File: config.mk
export PLATFORM = sky130hd
export DESIGN_NAME = dmem_arbiter
export DESIGN_NICKNAME = d
export VERILOG_FILES = /design/src/rtl/dmem_arbiter_pkg.sv /design/src/rtl/dmem_arbiter_starve_cnt.sv /design/src/rtl/dmem_arbiter.sv
export SDC_FILE = /design/constraint.sdc
export NUM_CORES = 1
export LEC_CHECK = 0
export BUFFER_PORTS_ARGS = -buffer_cell sky130_fd_sc_hd__buf_2
export CORE_UTILIZATION = 40
export DETAILED_ROUTE_END_ITERATION = 10
export PLACE_DENSITY = 0.79
export RECOVER_POWER = 100
export SLEW_MARGIN = 20
export SYNTH_ARGS = -nofsm -noshare
export SYNTH_HDL_FRONTEND = slang
export SYNTH_SLANG_ARGS = --single-unit
File: constraint.sdc
create_clock -name clk -period 2.35 [get_ports clk]
set_clock_uncertainty 0.2 [all_clocks]
set_input_delay 0.1175 -clock clk [delete_from_list [all_inputs] [get_ports clk]]
set_output_delay 0.1175 -clock clk [all_outputs]
set_load 0.1 [all_outputs]
File: src/rtl/dmem_arbiter_pkg.sv
// Shared encodings for the data-memory arbiter.
// Response owner tags and debug FSM states.
package dmem_arbiter_pkg;

  localparam int DMEM_AW = 8;
  localparam int DMEM_DW = 16;

  typedef enum logic [1:0] {
    OWN_NONE = 2'b00,
    OWN_CPU  = 2'b01,
    OWN_DBG  = 2'b10
  } resp_own_e;

  typedef enum logic {
    D_IDLE = 1'b0,
    D_PEND = 1'b1
  } dbg_state_e;

endpackage

File: src/rtl/dmem_arbiter_starve_cnt.sv
// Saturating starvation counter for a pending debug read.
// Counts cycles lost to the CPU; at_max forces the debug grant.
module starve_cnt #(
  parameter int MAX_WAIT = 4
) (
  input  logic clk,
  input  logic rst,
  input  logic clr,
  input  logic inc,
  output logic at_max
);

  logic [3:0] cnt_q, cnt_d;

  assign at_max = (cnt_q == 4'(MAX_WAIT));

  always_comb begin
    cnt_d = cnt_q;
    if (clr)
      cnt_d = '0;
    else if (inc && !at_max)
      cnt_d = cnt_q + 4'd1;
  end

  always_ff @(posedge clk) begin
    if (rst)
      cnt_q <= '0;
    else
      cnt_q <= cnt_d;
  end

endmodule

File: src/rtl/dmem_arbiter.sv
// Single-port data RAM arbiter: CPU priority, debug reads
// guaranteed service within MAX_WAIT blocked cycles.
module dmem_arbiter
  import dmem_arbiter_pkg::*;
#(
  parameter int AW       = DMEM_AW,
  parameter int DW       = DMEM_DW,
  parameter int MAX_WAIT = 4
) (
  input  logic          clk,
  input  logic          int_rst,
  input  logic          cpu_req,
  input  logic          cpu_we,
  input  logic [AW-1:0] cpu_addr,
  input  logic [DW-1:0] cpu_wdata,
  output logic          cpu_gnt,
  output logic          cpu_rvalid,
  output logic [DW-1:0] cpu_rdata,
  input  logic          rd,
  input  logic [AW-1:0] raddr,
  output logic          dbg_busy,
  output logic [DW-1:0] rdata,
  output logic          dbg_rvalid,
  output logic          mem_en,
  output logic          mem_we,
  output logic [AW-1:0] mem_addr,
  output logic [DW-1:0] mem_wdata,
  input  logic [DW-1:0] mem_rdata
);

  dbg_state_e    state_q, state_d;
  resp_own_e     own_q, own_d;
  logic [AW-1:0] dbg_addr_q, dbg_addr_d;
  logic [DW-1:0] rdata_q;
  logic          at_max;
  logic          debug_wins;
  logic          capture;

  assign debug_wins = !int_rst && (state_q == D_PEND)
                      && (!cpu_req || at_max);
  assign cpu_gnt    = !int_rst && cpu_req && !debug_wins;
  assign capture    = !int_rst && (state_q == D_IDLE) && rd;
  assign dbg_busy   = (state_q == D_PEND);

  starve_cnt #(
    .MAX_WAIT(MAX_WAIT)
  ) u_starve (
    .clk   (clk),
    .rst   (int_rst),
    .clr   (capture || debug_wins),
    .inc   ((state_q == D_PEND) && cpu_gnt),
    .at_max(at_max)
  );

  always_comb begin
    state_d    = state_q;
    dbg_addr_d = dbg_addr_q;
    own_d      = OWN_NONE;
    mem_en     = 1'b0;
    mem_we     = 1'b0;
    mem_addr   = '0;
    mem_wdata  = '0;
    if (capture) begin
      state_d    = D_PEND;
      dbg_addr_d = raddr;
    end
    if (cpu_gnt) begin
      mem_en    = 1'b1;
      mem_we    = cpu_we;
      mem_addr  = cpu_addr;
      mem_wdata = cpu_wdata;
      own_d     = cpu_we ? OWN_NONE : OWN_CPU;
    end else if (debug_wins) begin
      mem_en   = 1'b1;
      mem_addr = dbg_addr_q;
      own_d    = OWN_DBG;
      state_d  = D_IDLE;
    end
  end

  // Gated by reset so an in-flight read dies silently.
  assign cpu_rvalid = !int_rst && (own_q == OWN_CPU);
  assign dbg_rvalid = !int_rst && (own_q == OWN_DBG);
  assign cpu_rdata  = cpu_rvalid ? mem_rdata : '0;
  assign rdata      = dbg_rvalid ? mem_rdata : rdata_q;

  always_ff @(posedge clk) begin
    if (int_rst) begin
      state_q    <= D_IDLE;
      own_q      <= OWN_NONE;
      dbg_addr_q <= '0;
      rdata_q    <= '0;
    end else begin
      state_q    <= state_d;
      own_q      <= own_d;
      dbg_addr_q <= dbg_addr_d;
      if (dbg_rvalid)
        rdata_q <= mem_rdata;
    end
  end

endmodule

Word-level counts from Yosys, hierarchy flattened
Index checks and enable logic that the tools add are counted.
{"block": "totals", "latch_bits": 0, "output_inout_bits": 62, "reg_bits": 31, "word_cells": 41, "inputBits": 53, "n_memories": 0, "rom_bits": 0, "ramBits": 0}
{"block": "classes", "shifts": 0, "n_addsub": 1, "bitwise": 1, "n_eq_ne": 3, "magnitude_cmp": 0, "reduce_logical": 17, "div": 0, "n_mul": 0, "mux": 14}
{"operator": "$mux 16", "count": 3}
{"operator": "$mux 8", "count": 2}
{"operator": "$logic_and 1x1->1", "count": 10}
{"operator": "$mux 1", "count": 7}
{"operator": "$add 4x1->4 const B", "count": 1}
{"operator": "$eq 4x3->1 const B", "count": 1}
{"operator": "$logic_not 1->1", "count": 4}
{"operator": "$mux 2", "count": 2}
{"operator": "$eq 2x1->1 const B", "count": 1}
{"operator": "$eq 2x2->1 const B", "count": 1}
{"operator": "$logic_or 1x1->1", "count": 2}
{"operator": "$reduce_or 2->1", "count": 1}
{"operator": "$not 1->1", "count": 1}

Longest topological paths before layout
{"block": "logic_depth", "ltp_word": 7, "mapped_depth": 7, "mapped_depth_nobuf": 5}

Cells and area by module
From an unflattened synthesis, not the netlist that was laid out.
{"block": "unflattened", "hier_cells": 226, "hier_area_um2": 1829.3}
{"mod": "dmem_arbiter", "n_inst": 1, "seq_area_each_um2": 540.5, "cells_per_inst": 201, "area_per_inst_um2": 1600.3}
{"mod": "starve_cnt", "n_inst": 1, "seq_area_each_um2": 80.1, "cells_per_inst": 25, "area_per_inst_um2": 229.0}

Least setup slack after synthesis
Ideal clock, no wire load.
{"block": "synth_path", "path_kind": "reg2out", "start": "register u_starve.cnt_q[0]", "end": "output mem_wdata[10]", "t_required_ns": 2.033, "arrival_time_ns": 2.983, "stages_incl_launch_ff": 8, "path_slack_ns": -0.951, "cell_sequence": "dfxtp_1 inv_1 ha_1 and3b_1 buf_6 a21oi_4 clkbuf_1 and2_1"}
{"block": "synth_between", "elab_chain_cells": 6}
{"item": "start: declaration", "line": "dmem_arbiter_starve_cnt.sv:13", "rtl": "logic [3:0] cnt_q, cnt_d;"}
{"item": "start signal: assignment", "line": "dmem_arbiter_starve_cnt.sv:29", "rtl": "cnt_q <= cnt_d;"}
{"item": "$eq 4x3->1", "line": "dmem_arbiter_starve_cnt.sv:15", "rtl": "assign at_max = (cnt_q == 4'(MAX_WAIT));"}
{"item": "$logic_or 1x1->1", "line": "dmem_arbiter.sv:40", "rtl": "&& (!cpu_req || at_max);"}
{"item": "$logic_and 1x1->1", "line": "dmem_arbiter.sv:40"}
{"item": "$logic_not 1->1", "line": "dmem_arbiter.sv:41", "rtl": "assign cpu_gnt = !int_rst && cpu_req && !debug_wins;"}
{"item": "$logic_and 1x1->1", "line": "dmem_arbiter.sv:41"}
{"item": "named net cpu_gnt", "line": "dmem_arbiter.sv:16", "rtl": "output logic cpu_gnt,"}
{"item": "$mux 16", "line": "dmem_arbiter.sv:67", "rtl": "if (cpu_gnt) begin"}
{"item": "end: declaration", "line": "dmem_arbiter.sv:27", "rtl": "output logic [DW-1:0] mem_wdata,"}
The timed path passes the listed nets, and every way through them passes these cells.

Final worst setup path
{"block": "layout_path", "start": "register u_starve.cnt_q[0]", "end": "output mem_we"}
{"block": "layout_between", "elab_chain_cells": 6}
{"item": "$eq 4x3->1", "line": "dmem_arbiter_starve_cnt.sv:15"}
{"item": "$logic_or 1x1->1", "line": "dmem_arbiter.sv:40"}
{"item": "$logic_and 1x1->1", "line": "dmem_arbiter.sv:40"}
{"item": "$logic_not 1->1", "line": "dmem_arbiter.sv:41"}
{"item": "$logic_and 1x1->1", "line": "dmem_arbiter.sv:41"}
{"item": "$mux 1", "line": "dmem_arbiter.sv:67"}
{"item": "end: declaration", "line": "dmem_arbiter.sv:25", "rtl": "output logic mem_we,"}
No other way between the ends.

==> impl_metrics.yaml <==
sta:
  fmax_mhz: 420
  fin_crit_sh: 1.01
  tightest_slew_ns: 0.749
  slew_headroom: 0.500
  drv_slew: 0
  setup_viol: 9
  tns_ns: -0.138
  final.setup.worst_slack_ns: -0.0287
  finalCriticalPeriod_ns: 2.38
  hold_viol: 0
layout:
  finalNetCount: 357
  n_antenna_cell: 0
  area_delta_synth_final_pct: 112
  drive_gt1_frac: 0.619
  layout.area.seq_um2: 624
  multi_input_comb_area_um2: 965
  nFillCells: 136
floorplan:
  initial_core_util: 0.425
  dieArea_mm2: 0.00423
  io_pins: 115
  rows: 22
  die_w_um: 65.1
  die-height_um: 65.1
  coreArea_mm2: 0.00374
min_path:
  hold_class: "input port to flop"
clock_tree:
  clock_path_buffers: 2
  clk_latency_ns: 0.29
  cts_root_buffer: "clkbuf_8"
  cts_sinks: 31
  cts_tree: "yes"
  cts-htree-levels: 2
  cts_inserted_buffers: 5
  path_clk_slew_ns: 0.07
yosys:
  yosys_warnings: 0
  syn_avg_cell_area_um2: 9.14
  yosysMostFrequentCell: "and2_1"
  ys_top_cells_by_area: "dfxtp_1 39%, and2_1 13%, mux2_2 9.2%"
  synth_cells: 174
  ys_top_cells_by_count: "33 x and2_1, 31 x dfxtp_1, 18 x nor2b_1"
  synth_top_cell_by_area: "dfxtp_1"
  synth_async_sr_flop_share: 0
  synth.distinct_cells: 31
  seq_area_frac_synth: 0.390
  synth_area_mm2: 0.00159
  synth_top_area_share: 0.390
  syn_nets: 229
  ys_seq_elements: 31
  synth_flop_cell: "dfxtp_1"
  synth_edf_count: 0
setup_path:
  crit_chain: "inv_1 > ha_1 > and3b_2 > a21oi_4 > buf_4 > and2_2 > buf_12"
  critical-path-top-delay-family: "simple AND/OR/NAND/NOR gates"
  end_kind: "output port"
  slowest_stage: "dfxtp_2"
  slowest_delay_ns: 0.38
  path_class: "flop to output port"
  critPathArrivalTime_ns: 2.06
  start_kind: "flop"
  cp_max_fo: 12
  required_ns: 2.03
  path_buf_inv: 3
place:
  hpwl_um: 4600
  gp_congestion: 0.918
  io_buffers: 114
  dp_slack_ns: 0.271
route:
  wl_per_cell_um: 24.9
  drc_errors: 0
  wirelength_um: 8720
  drt_iter0_markers: 148
  postRouteAntennaNets: 0
  vias_per_cell: 5.83
  drt_first_pass_iters: 4
  vias: 2039
global_route:
  grt_pass1_wl_um: 12100
  grt_busiest_layer: "met2"
  grtUsageMet1: 0.382
  grtUsageMet3: 0.104
  grt_max_degree: 18
  grtUsageMet2: 0.749
  grt_pass1_vias: 2180
  overflow: 0
  antenna_found_initial: 0
  gr-usage-all-layers: 0.399
power:
  cellLeakagePower_uw: 0.00148
  total_power_uw: 1580
  irDropWorstVdd_v: 0.000517
  p_per_area_mw_per_mm2: 469
outcome:
  status: "finished, violations left"
  violations: "negative setup slack"
job:
  drv_cap: 0
## worst reg2reg max path: stages (launching register included)
cell and delay, ns:
dfxtp_2 0.38, inv_1 0.09, ha_1 0.23, and3b_2 0.27, buf_4 0.15, or4_1 0.55, a211oi_2 0.25
## per-stage QoR
stage / cells / utilization / hold slack, ns / cell area [um2]
after floorplan: 174 / - / -0.0109 / 1650
after global placement: 332 / 0.843 / 0.0900 / 3160
after detailed placement: 332 / 0.843 / 0.0911 / 3160
after CTS: 348 / 0.893 / 0.0380 / 3340
after global routing: 350 / 0.900 / 0.0524 / 3370
final: 350 / 0.900 / 0.0506 / 3370
## placed cells by master, fill, tap and decap left out, types with 4 or more instances in the layout
cell type      netlist  final
buf_12               0     59
buf_2                2     55
dfxtp_1             31     28
and2_2               0     18
nor2b_1             18     18
mux2_2              13     16
nand2_1             16     16
a21oi_1              9      9
dlygate4sd3_1        0      9
and2_4               0      8
buf_4                1      8
and2_1              33      7
clkbuf_8             0      6
a22o_2               0      5
nand2b_1             4      4
## state kept, by name (all words and copies together) (netlist names)
name            flops
u_starve.cnt_q      4
dbg_addr_q          8
dbg_busy            1
rdata_q            16
own_q               2
## final timing paths
check	startpoint	to	slack (ns)	cells after the start
worst min-delay path	int_rst	dbg_addr_q[6]$_SDFFE_PP0P_	0.05	2
worst max register to register	u_starve.cnt_q[0]$_SDFFE_PP0P_	u_starve.cnt_q[3]$_SDFFE_PP0P_	0.14	6
worst max-delay path	u_starve.cnt_q[0]$_SDFFE_PP0P_	mem_we	-0.03	7
worst min register to register	dbg_addr_q[0]$_SDFFE_PP0P_	dbg_addr_q[0]$_SDFFE_PP0P_	0.32	2
## area by class of cell
cell class | count | area share
flip-flops and latches | 31 | 0.185
inverters | 3 | 0.00334
well taps | 48 | 0.0178
multi-input cells | 129 | 0.286
clock inverters | 1 | 0.00149
repair buffers | 132 | 0.481
clock buffers | 6 | 0.0245
## per-layer routing
metal  wire, um  share of wire  up-vias
met5          0              0        -
met4        763          0.088        0
met1       2780           0.32      953
li1           -              -      842
met3        624          0.072       69
met2       4550           0.52      175
## report_power, final
group | total [uW] | leakage (uW) | switching, uW | internal, uW
Clock | 446 | 0.0000470 | 216 | 230
Combinational | 578 | 0.00118 | 373 | 205
Sequential | 556 | 0.000253 | 15.3 | 541
## what timing repair did
| item | 4_1_cts | 5_1_grt |
|---|---|---|
| resized for setup | 3 | 3 |
| setup buffers | 0 | 2 |
| endpoints found under the setup margin | 12 | 25 |
| cloned | 0 | 0 |
| hold buffers | 9 | 0 |
| endpoints found under the hold margin | 9 | 0 |
| pin swaps | 0 | 0 |
## logic make-up after synthesis
kind of cell / synth area share
compound gates: 0.123
simple gates: 0.316
fa+ha+maj: 0.0157
flops: 0.390
mux: 0.113
buf+inv: 0.0417
No activity file was read; power rests on OpenSTA's default activity.
